$ cat config.mk
export PLATFORM = sky130hd
export DESIGN_NAME = dense_lane_engine
export DESIGN_NICKNAME = d
export VERILOG_FILES = /design/src/rtl/nn_pkg.sv /design/src/rtl/requant_sat_relu.sv /design/src/rtl/dense_lane_engine.sv
export SDC_FILE = /design/constraint.sdc
export NUM_CORES = 2
export LEC_CHECK = 0
export ABC_AREA = 1
export CORE_MARGIN = 2
export CORE_UTILIZATION = 40
export CTS_CLUSTER_SIZE = 8
export DETAILED_ROUTE_END_ITERATION = 7
export PLACE_DENSITY = 0.67
export REMOVE_ABC_BUFFERS = 1
export SETUP_SLACK_MARGIN = 0.4
export SYNTH_ARGS = -nofsm -noshare
export SYNTH_HDL_FRONTEND = slang
export SYNTH_SLANG_ARGS = --single-unit
$ cat constraint.sdc
create_clock -name clk_in -period 5.32 [get_ports clk_in]
set_input_delay 0.798 -clock clk_in [delete_from_list [all_inputs] [get_ports clk_in]]
set_output_delay 0.798 -clock clk_in [all_outputs]
set_load 0.05 [all_outputs]
$ cat src/rtl/nn_pkg.sv
`default_nettype none
// nn_pkg -- shared FSM states, layer-type codes and default widths for the NN layer datapath.
// rev 1.0
package nn_pkg;

  localparam int DEF_DATA_BITS  = 8;
  localparam int DEF_ACC_BITS   = 24;
  localparam int DEF_LANES      = 4;
  localparam int DEF_ADDR_BITS  = 16;
  localparam int DEF_SIZE_BITS  = 10;
  localparam int DEF_SHIFT_BITS = 5;

  localparam logic [1:0] DENSE  = 2'd0;
  localparam logic [1:0] RELU   = 2'd1;
  localparam logic [1:0] MOVE   = 2'd2;
  localparam logic [1:0] OUTPUT = 2'd3;

  typedef enum logic [2:0] {
    ST_IDLE  = 3'd0,
    ST_BIAS  = 3'd1,
    ST_MAC   = 3'd2,
    ST_DRAIN = 3'd3,
    ST_WRITE = 3'd4,
    ST_DONE  = 3'd5
  } state_t;

endpackage
`default_nettype wire

$ cat src/rtl/requant_sat_relu.sv
`default_nettype none
// requant_sat_relu -- floor arithmetic shift, saturate to the signed data range, optional ReLU.
// rev 1.0
module requant_sat_relu
  import nn_pkg::*;
#(
  parameter int ACC_BITS   = DEF_ACC_BITS,
  parameter int DATA_BITS  = DEF_DATA_BITS,
  parameter int SHIFT_BITS = DEF_SHIFT_BITS
) (
  input  logic signed [ACC_BITS-1:0]   acc_val,
  input  logic        [SHIFT_BITS-1:0] shift,
  input  logic                         relu_en,
  output logic signed [DATA_BITS-1:0]  result
);

  localparam logic signed [ACC_BITS-1:0] MAX_VAL = ACC_BITS'((2 ** (DATA_BITS - 1)) - 1);
  localparam logic signed [ACC_BITS-1:0] MIN_VAL = ~MAX_VAL;

  logic signed [ACC_BITS-1:0] shifted;

  always_comb begin
    shifted = acc_val >>> shift;
    if (shifted > MAX_VAL)
      result = DATA_BITS'(MAX_VAL);
    else if (shifted < MIN_VAL)
      result = DATA_BITS'(MIN_VAL);
    else
      result = DATA_BITS'(shifted);
    if (relu_en && result[DATA_BITS-1])
      result = '0;
  end

endmodule
`default_nettype wire

$ cat src/rtl/dense_lane_engine.sv
`default_nettype none
// dense_lane_engine -- LANES-wide dense layer: bias load, MAC over k, requantised write-back.
// rev 1.0
module dense_lane_engine
  import nn_pkg::*;
#(
  parameter int DATA_BITS  = DEF_DATA_BITS,
  parameter int ACC_BITS   = DEF_ACC_BITS,
  parameter int LANES      = DEF_LANES,
  parameter int ADDR_BITS  = DEF_ADDR_BITS,
  parameter int SIZE_BITS  = DEF_SIZE_BITS,
  parameter int SHIFT_BITS = DEF_SHIFT_BITS
) (
  input  logic                       clk_in,
  input  logic                       rst_in,
  input  logic                       start_in,
  input  logic [SIZE_BITS-1:0]       m_size_in,
  input  logic [SIZE_BITS-1:0]       k_size_in,
  input  logic [SHIFT_BITS-1:0]      shift_in,
  input  logic                       relu_en_in,
  input  logic [ADDR_BITS-1:0]       input_base_in,
  input  logic [ADDR_BITS-1:0]       weight_base_in,
  input  logic [ADDR_BITS-1:0]       bias_base_in,
  input  logic [ADDR_BITS-1:0]       output_base_in,
  output logic                       busy_out,
  output logic                       done_out,
  output logic                       in_rd_en_out,
  output logic [ADDR_BITS-1:0]       in_rd_addr_out,
  input  logic [DATA_BITS-1:0]       in_rd_data_in,
  output logic                       w_rd_en_out,
  output logic [ADDR_BITS-1:0]       w_rd_addr_out,
  input  logic [LANES*DATA_BITS-1:0] w_rd_data_in,
  output logic                       b_rd_en_out,
  output logic [ADDR_BITS-1:0]       b_rd_addr_out,
  input  logic [LANES*DATA_BITS-1:0] b_rd_data_in,
  output logic                       out_wr_en_out,
  output logic [ADDR_BITS-1:0]       out_wr_addr_out,
  output logic [DATA_BITS-1:0]       out_wr_data_out
);

  localparam int LANE_BITS = (LANES > 1) ? $clog2(LANES) : 1;
  localparam logic [SIZE_BITS-1:0] LANES_SZ = SIZE_BITS'(LANES);
  localparam logic [SIZE_BITS-1:0] ONE_SZ   = SIZE_BITS'(1);
  localparam logic [ADDR_BITS-1:0] ONE_ADDR = ADDR_BITS'(1);
  localparam logic [LANE_BITS-1:0] ONE_LANE = LANE_BITS'(1);

  state_t                  state;
  logic [SIZE_BITS-1:0]    remaining;
  logic [SIZE_BITS-1:0]    k_idx;
  logic [SIZE_BITS-1:0]    cfg_k_size;
  logic [SHIFT_BITS-1:0]   cfg_shift;
  logic                    cfg_relu;
  logic [ADDR_BITS-1:0]    cfg_input_base;
  logic [ADDR_BITS-1:0]    bias_ptr;
  logic [ADDR_BITS-1:0]    w_grp;
  logic [ADDR_BITS-1:0]    out_grp;
  logic [LANE_BITS-1:0]    lane;
  logic                    bias_pend;
  logic                    mac_pend;

  logic signed [ACC_BITS-1:0]    acc [LANES];
  logic signed [DATA_BITS-1:0]   in_val;
  logic signed [DATA_BITS-1:0]   bias_lane [LANES];
  logic signed [DATA_BITS-1:0]   w_lane [LANES];
  logic signed [2*DATA_BITS-1:0] prod [LANES];

  logic [SIZE_BITS-1:0]        valid_lanes;
  logic                        last_lane;
  logic                        last_group;
  logic signed [ACC_BITS-1:0]  acc_sel;
  logic signed [DATA_BITS-1:0] requant_val;

  always_comb begin
    in_val = in_rd_data_in;
    for (int l = 0; l < LANES; l++) begin
      bias_lane[l] = b_rd_data_in[l*DATA_BITS +: DATA_BITS];
      w_lane[l]    = w_rd_data_in[l*DATA_BITS +: DATA_BITS];
      prod[l]      = (2*DATA_BITS)'(in_val) * (2*DATA_BITS)'(w_lane[l]);
    end
  end

  assign valid_lanes = (remaining >= LANES_SZ) ? LANES_SZ : remaining;
  assign last_lane   = ((SIZE_BITS'(lane) + ONE_SZ) == valid_lanes);
  assign last_group  = (remaining <= LANES_SZ);
  assign acc_sel     = acc[lane];

  requant_sat_relu #(
    .ACC_BITS   (ACC_BITS),
    .DATA_BITS  (DATA_BITS),
    .SHIFT_BITS (SHIFT_BITS)
  ) u_requant (
    .acc_val (acc_sel),
    .shift   (cfg_shift),
    .relu_en (cfg_relu),
    .result  (requant_val)
  );

  // Read returns are tracked by delayed enables, so the accumulators follow the
  // memory pipeline rather than the FSM state.
  always_ff @(posedge clk_in or negedge rst_in) begin
    if (!rst_in) begin
      bias_pend <= 1'b0;
      mac_pend  <= 1'b0;
      for (int l = 0; l < LANES; l++)
        acc[l] <= '0;
    end else begin
      bias_pend <= b_rd_en_out;
      mac_pend  <= in_rd_en_out;
      for (int l = 0; l < LANES; l++) begin
        if (bias_pend)
          acc[l] <= ACC_BITS'(bias_lane[l]);
        else if (mac_pend)
          acc[l] <= acc[l] + ACC_BITS'(prod[l]);
      end
    end
  end

  always_ff @(posedge clk_in or negedge rst_in) begin
    if (!rst_in) begin
      state           <= ST_IDLE;
      busy_out        <= 1'b0;
      done_out        <= 1'b0;
      in_rd_en_out    <= 1'b0;
      in_rd_addr_out  <= '0;
      w_rd_en_out     <= 1'b0;
      w_rd_addr_out   <= '0;
      b_rd_en_out     <= 1'b0;
      b_rd_addr_out   <= '0;
      out_wr_en_out   <= 1'b0;
      out_wr_addr_out <= '0;
      out_wr_data_out <= '0;
      remaining       <= '0;
      k_idx           <= '0;
      cfg_k_size      <= '0;
      cfg_shift       <= '0;
      cfg_relu        <= 1'b0;
      cfg_input_base  <= '0;
      bias_ptr        <= '0;
      w_grp           <= '0;
      out_grp         <= '0;
      lane            <= '0;
    end else begin
      in_rd_en_out  <= 1'b0;
      w_rd_en_out   <= 1'b0;
      b_rd_en_out   <= 1'b0;
      out_wr_en_out <= 1'b0;
      done_out      <= 1'b0;
      case (state)
        ST_IDLE: begin
          busy_out <= 1'b0;
          if (start_in) begin
            busy_out       <= 1'b1;
            remaining      <= m_size_in;
            cfg_k_size     <= k_size_in;
            cfg_shift      <= shift_in;
            cfg_relu       <= relu_en_in;
            cfg_input_base <= input_base_in;
            bias_ptr       <= bias_base_in;
            w_grp          <= weight_base_in;
            out_grp        <= output_base_in;
            if (m_size_in == '0) begin
              state <= ST_DONE;
            end else begin
              state         <= ST_BIAS;
              b_rd_en_out   <= 1'b1;
              b_rd_addr_out <= bias_base_in;
            end
          end
        end
        ST_BIAS: begin
          if (cfg_k_size != '0) begin
            state          <= ST_MAC;
            in_rd_en_out   <= 1'b1;
            in_rd_addr_out <= cfg_input_base;
            w_rd_en_out    <= 1'b1;
            w_rd_addr_out  <= w_grp;
            k_idx          <= ONE_SZ;
          end else begin
            state <= ST_DRAIN;
          end
        end
        ST_MAC: begin
          if (k_idx == cfg_k_size) begin
            state <= ST_DRAIN;
          end else begin
            in_rd_en_out   <= 1'b1;
            in_rd_addr_out <= cfg_input_base + ADDR_BITS'(k_idx);
            w_rd_en_out    <= 1'b1;
            w_rd_addr_out  <= w_grp + ADDR_BITS'(k_idx);
            k_idx          <= k_idx + ONE_SZ;
          end
        end
        ST_DRAIN: begin
          state <= ST_WRITE;
          lane  <= '0;
        end
        ST_WRITE: begin
          // Write port is registered: lane l appears on the port one cycle after its WRITE cycle.
          out_wr_en_out   <= 1'b1;
          out_wr_addr_out <= out_grp + ADDR_BITS'(lane);
          out_wr_data_out <= requant_val;
          if (last_lane) begin
            if (last_group) begin
              state <= ST_DONE;
            end else begin
              state         <= ST_BIAS;
              remaining     <= remaining - LANES_SZ;
              bias_ptr      <= bias_ptr + ONE_ADDR;
              b_rd_en_out   <= 1'b1;
              b_rd_addr_out <= bias_ptr + ONE_ADDR;
              w_grp         <= w_grp + ADDR_BITS'(cfg_k_size);
              out_grp       <= out_grp + ADDR_BITS'(LANES);
            end
          end else begin
            lane <= lane + ONE_LANE;
          end
        end
        ST_DONE: begin
          done_out <= 1'b1;
          state    <= ST_IDLE;
        end
        default: state <= ST_IDLE;
      endcase
    end
  end

endmodule
`default_nettype wire
==> implementation parameters <==
Parameter                              Value

Placement
  Quantity of I/O buffers inserted on ports ... 242
  Final HPWL DP ... 75200 um
  Last weighted congestion value of the routability-driven placer ... 0.951
  Post-placement setup slack ... -0.921 ns

Yosys
  Count of mapped cells out of synthesis ... 4013
  Synth Flop Type ... sky130_fd_sc_hd__dfrtp_1
  Fraction of registers with async set/reset ... 100%
  Count of flip-flops with a built-in enable after synthesis ... 0
  Synthesized flop and latch total ... 280
  Proportion of synthesized chip area in sequential cells ... 21.3%
  Yosys cell types ... 58
  Synthesized area per cell ... 8.21 sq um
  Synth warnings ... 0
  Post-synthesis instance area ... 0.0330 sq mm

STA
  Final slew viol count ... 0
  Count of endpoints failing setup in the final report ... 0
  Final worst path period share ... 95.1%
  Final setup slack of the worst path ... about 0.26 ns
  Min Tclk post-route ... ~5.1 ns
  Maximum clock skew at final layout ... 0.0381 ns
  Unrepaired setup endpoints after global routing ... true
  Actual transition at the worst max-transition pin ... just under 1 ns
  Maximum clock rate ... 198 MHz
  Final number of hold-violating endpoints ... 0
  Worst slew slack as a fraction of its limit ... 33.8%

Die
  Die ar. ... 0.0847 sq mm
  Width of the die ... just under 300 um
  Placeable core area ... around 0.082 sq mm
  Chip height ... 291 um
  Cell Rows ... 105
  Initial standard-cell utilization of the core ... approximately two fifths
  Number of primary I/O pins ... 243

GRT
  Global-route wire length before repair ... 162000 um
  Total gr overflow ... 0
  Number of global-route vias before repair ... just over 30000
  Maximum number of pins on one net before global-route repair ... 130
  GR Util All Layers ... 23.8%
  Number of antenna violations at the first check in global routing ... 1

Drt
  Vias per Instance ... 5.18
  Routed vias ... 29500
  Total wirelength of the detailed-routed design ... 102000 um
  Number of search-and-repair iterations in the first detailed-routing pass ... 5
  Drt first-iter violations ... 2080
  DR WL/cell ... 18.0 um
  Number of design rule violations left after detail routing ... 0
  Residual antenna-violating net count after detailed routing ... 0

Clock network
  Root Driver ... sky130_fd_sc_hd__clkbuf_16
  Number of clock sinks seen by CTS ... 280
  Later-pin clock latency in the skew report ... roughly 0.62 ns
  TritonCTS Buffers ... 43
  Clock Path Buffers ... 3
  Htree depth ... 2
  CTS tree ... built
  Clock edge transition at the registers on the reported setup and hold paths ... 0.05 ns

Layout
  Highest-count cells in the layout ignoring fill and taps ... 807 x sky130_fd_sc_hd__nand2_1, 625 x sky130_fd_sc_hd__inv_1, 413 x sky130_fd_sc_hd__buf_4, 397 x sky130_fd_sc_hd__fa_1, 278 x sky130_fd_sc_hd__dfrtp_1
  Layout-stage area growth over the synthesis result ... 32.1%
  N_diodes ... 0
  Net total in the final layout ... 5455
  Most frequent standard cell in the layout excluding fill and tap cells ... sky130_fd_sc_hd__nand2_1
  Number of fill cells in the layout ... 7341
  Layout cell share with drive strength beyond 1 ... 21.2%

Run status
  Outcome ... complete, no violations

Worst setup path
  Data arrival time of the critical path ... 5.57 ns
  Launching element of the worst setup path ... in_rd_data_in[7]
  Worst setup path category ... in -> reg
  R2R setup slack ... 0.50 ns
  Type of element launching the critical path ... input port
  Critical R2R Capture ... acc[67]
  R2r startpoint ... acc[54]
  Sort of element at the end of the critical path ... flip-flop
  Setup crit end ... acc[71]
  Cell count of the worst reg-to-reg path ... 21
  Largest driver fanout on the critical path ... 11
  Worst Path Required ... 5.83 ns

Worst hold path
  Hold Crit Class ... in -> async

Run
  Reported max-cap violation count ... 0
-- critical path: stages --
cell	delay, ns
sky130_fd_sc_hd__buf_12	0.12
sky130_fd_sc_hd__buf_12	0.15
sky130_fd_sc_hd__buf_6	0.15
sky130_fd_sc_hd__nand2_4	0.08
sky130_fd_sc_hd__inv_4	0.06
sky130_fd_sc_hd__clkbuf_16	0.16
sky130_fd_sc_hd__fa_1	0.51
sky130_fd_sc_hd__inv_1	0.06
sky130_fd_sc_hd__fa_1	0.51
sky130_fd_sc_hd__inv_1	0.06
sky130_fd_sc_hd__fa_1	0.54
sky130_fd_sc_hd__fa_1	0.42
sky130_fd_sc_hd__ha_1	0.29
sky130_fd_sc_hd__ha_2	0.33
sky130_fd_sc_hd__nand2_1	0.09
sky130_fd_sc_hd__nor2_2	0.13
sky130_fd_sc_hd__inv_1	0.08
sky130_fd_sc_hd__nor3_2	0.19
sky130_fd_sc_hd__nand4_1	0.23
sky130_fd_sc_hd__nand3_2	0.14
sky130_fd_sc_hd__nand2_2	0.08
sky130_fd_sc_hd__nand2_2	0.08
sky130_fd_sc_hd__a21oi_2	0.06
sky130_fd_sc_hd__a21oi_1	0.11
sky130_fd_sc_hd__o21ai_1	0.08
sky130_fd_sc_hd__nand2_1	0.06
-- worst min path at each step --
stage	start	to	cells past startpoint
after floorplan	cfg_relu	out_wr_data_out[7]	1
after detailed placement	b_rd_en_out	bias_pend	0
after global placement	b_rd_en_out	bias_pend	0
after CTS	rst_in	bias_ptr[5]	1
final	rst_in	b_rd_addr_out[8]	1
after global routing	rst_in	b_rd_addr_out[10]	1
-- cell families after synthesis --
family	count (synthesis)	share of synthesized area, %
flops	280	21.3
xor+xnor	135	3.59
fa+ha+maj	674	35.2
simple gates	1395	17.7
buf+inv	837	10.1
mux	29	1.10
compound gates	663	11.1
-- flip-flops by register name (all words and copies together) (netlist names), 2 cells and up --
name             count
out_wr_addr_out     16
acc                 96
lane                 2
cfg_k_size          10
w_rd_addr_out       16
cfg_input_base      16
in_rd_addr_out      16
w_grp               16
state                3
k_idx               10
b_rd_addr_out       16
out_wr_data_out      8
cfg_shift            5
bias_ptr            16
out_grp             16
remaining           10
-- layout make-up --
class | count | area [sq um] | share of cell area [%]
Timing Repair Buffer | 714 | 6560 | 15.1
Clock buffer | 52 | 1150 | 2.64
Multi-Input combinational cell | 2896 | 24800 | 57.0
Inverter | 681 | 2580 | 5.94
Tap cell | 1070 | 1340 | 3.08
Sequential cell | 280 | 7010 | 16.1
Clock inverter | 6 | 87.6 | 0.201
-- metrics by stage --
stage / cell area [sq um] / hold slack (ns) / instances / TNS [ns] / util [%]
after floorplan: 32200 / 0.451 / 3857 / -0.495 / -
after global placement: 39000 / 0.428 / 5537 / -35.79 / 47.6
after detailed placement: 39000 / 0.435 / 5537 / -38.85 / 47.6
after CTS: 41900 / 0.147 / 5653 / 0 / 51.2
after global routing: 43500 / 0.190 / 5699 / 0 / 53.2
final: 43500 / 0.151 / 5699 / 0 / 53.2
-- per-layer routing --
layer,vias to the layer above,global-route usage [%],wire (um)
met1,14300,31.2,41700
met4,2,9.52,4280
li1,13900,-,-
met5,-,0,13
met2,1048,39.0,48900
met3,212,4.34,7350
-- cells in the mapped netlist, types with 4 or more instances --
cell	number	area share, %
sky130_fd_sc_hd__or2_2	10	0.19
sky130_fd_sc_hd__fa_1	420	26
sky130_fd_sc_hd__nand2_1	866	9.9
sky130_fd_sc_hd__a22oi_1	5	0.11
sky130_fd_sc_hd__buf_4	10	0.23
sky130_fd_sc_hd__nand4_1	23	0.44
sky130_fd_sc_hd__a31oi_1	44	0.84
sky130_fd_sc_hd__a21boi_0	5	0.11
sky130_fd_sc_hd__ha_1	254	9.6
sky130_fd_sc_hd__a211oi_1	4	0.091
sky130_fd_sc_hd__inv_1	666	7.6
sky130_fd_sc_hd__nand2_2	8	0.15
sky130_fd_sc_hd__inv_2	6	0.068
sky130_fd_sc_hd__o221ai_1	4	0.11
sky130_fd_sc_hd__o22ai_1	6	0.11
sky130_fd_sc_hd__buf_2	25	0.38
sky130_fd_sc_hd__xor2_1	76	2.0
sky130_fd_sc_hd__o21ai_1	23	0.35
sky130_fd_sc_hd__o21bai_1	11	0.25
sky130_fd_sc_hd__clkbuf_2	19	0.29
sky130_fd_sc_hd__a21o_1	6	0.14
sky130_fd_sc_hd__dfrtp_1	280	21
sky130_fd_sc_hd__o21ai_0	230	3.5
sky130_fd_sc_hd__clkbuf_1	85	0.97
sky130_fd_sc_hd__mux2_4	10	0.46
sky130_fd_sc_hd__nor4_1	14	0.27
sky130_fd_sc_hd__a21oi_1	256	3.9
sky130_fd_sc_hd__clkinv_1	7	0.080
sky130_fd_sc_hd__o211ai_1	47	1.1
sky130_fd_sc_hd__xnor2_1	59	1.6
sky130_fd_sc_hd__buf_6	4	0.14
sky130_fd_sc_hd__nand3_2	15	0.46
sky130_fd_sc_hd__o31ai_1	11	0.25
sky130_fd_sc_hd__nor2_1	220	2.5
sky130_fd_sc_hd__nor2_2	8	0.15
sky130_fd_sc_hd__mux2_2	19	0.65
sky130_fd_sc_hd__buf_1	9	0.10
sky130_fd_sc_hd__nand3_1	190	2.9
sky130_fd_sc_hd__nor3_1	31	0.47
sky130_fd_sc_hd__buf_8	4	0.18
-- timing repair --
item | in CTS | in global routing
hold buffers | 0 | 0
setup buffers | 51 | 43
pin swaps | 124 | 190
cloned | 7 | 3
setup endpoints to repair | 57 | 46
gates resized for setup | 329 | 298
Power is left out: the tool's default activity adds up to more than one toggle a clock period on the data nets, which glitch-free logic cannot reach.
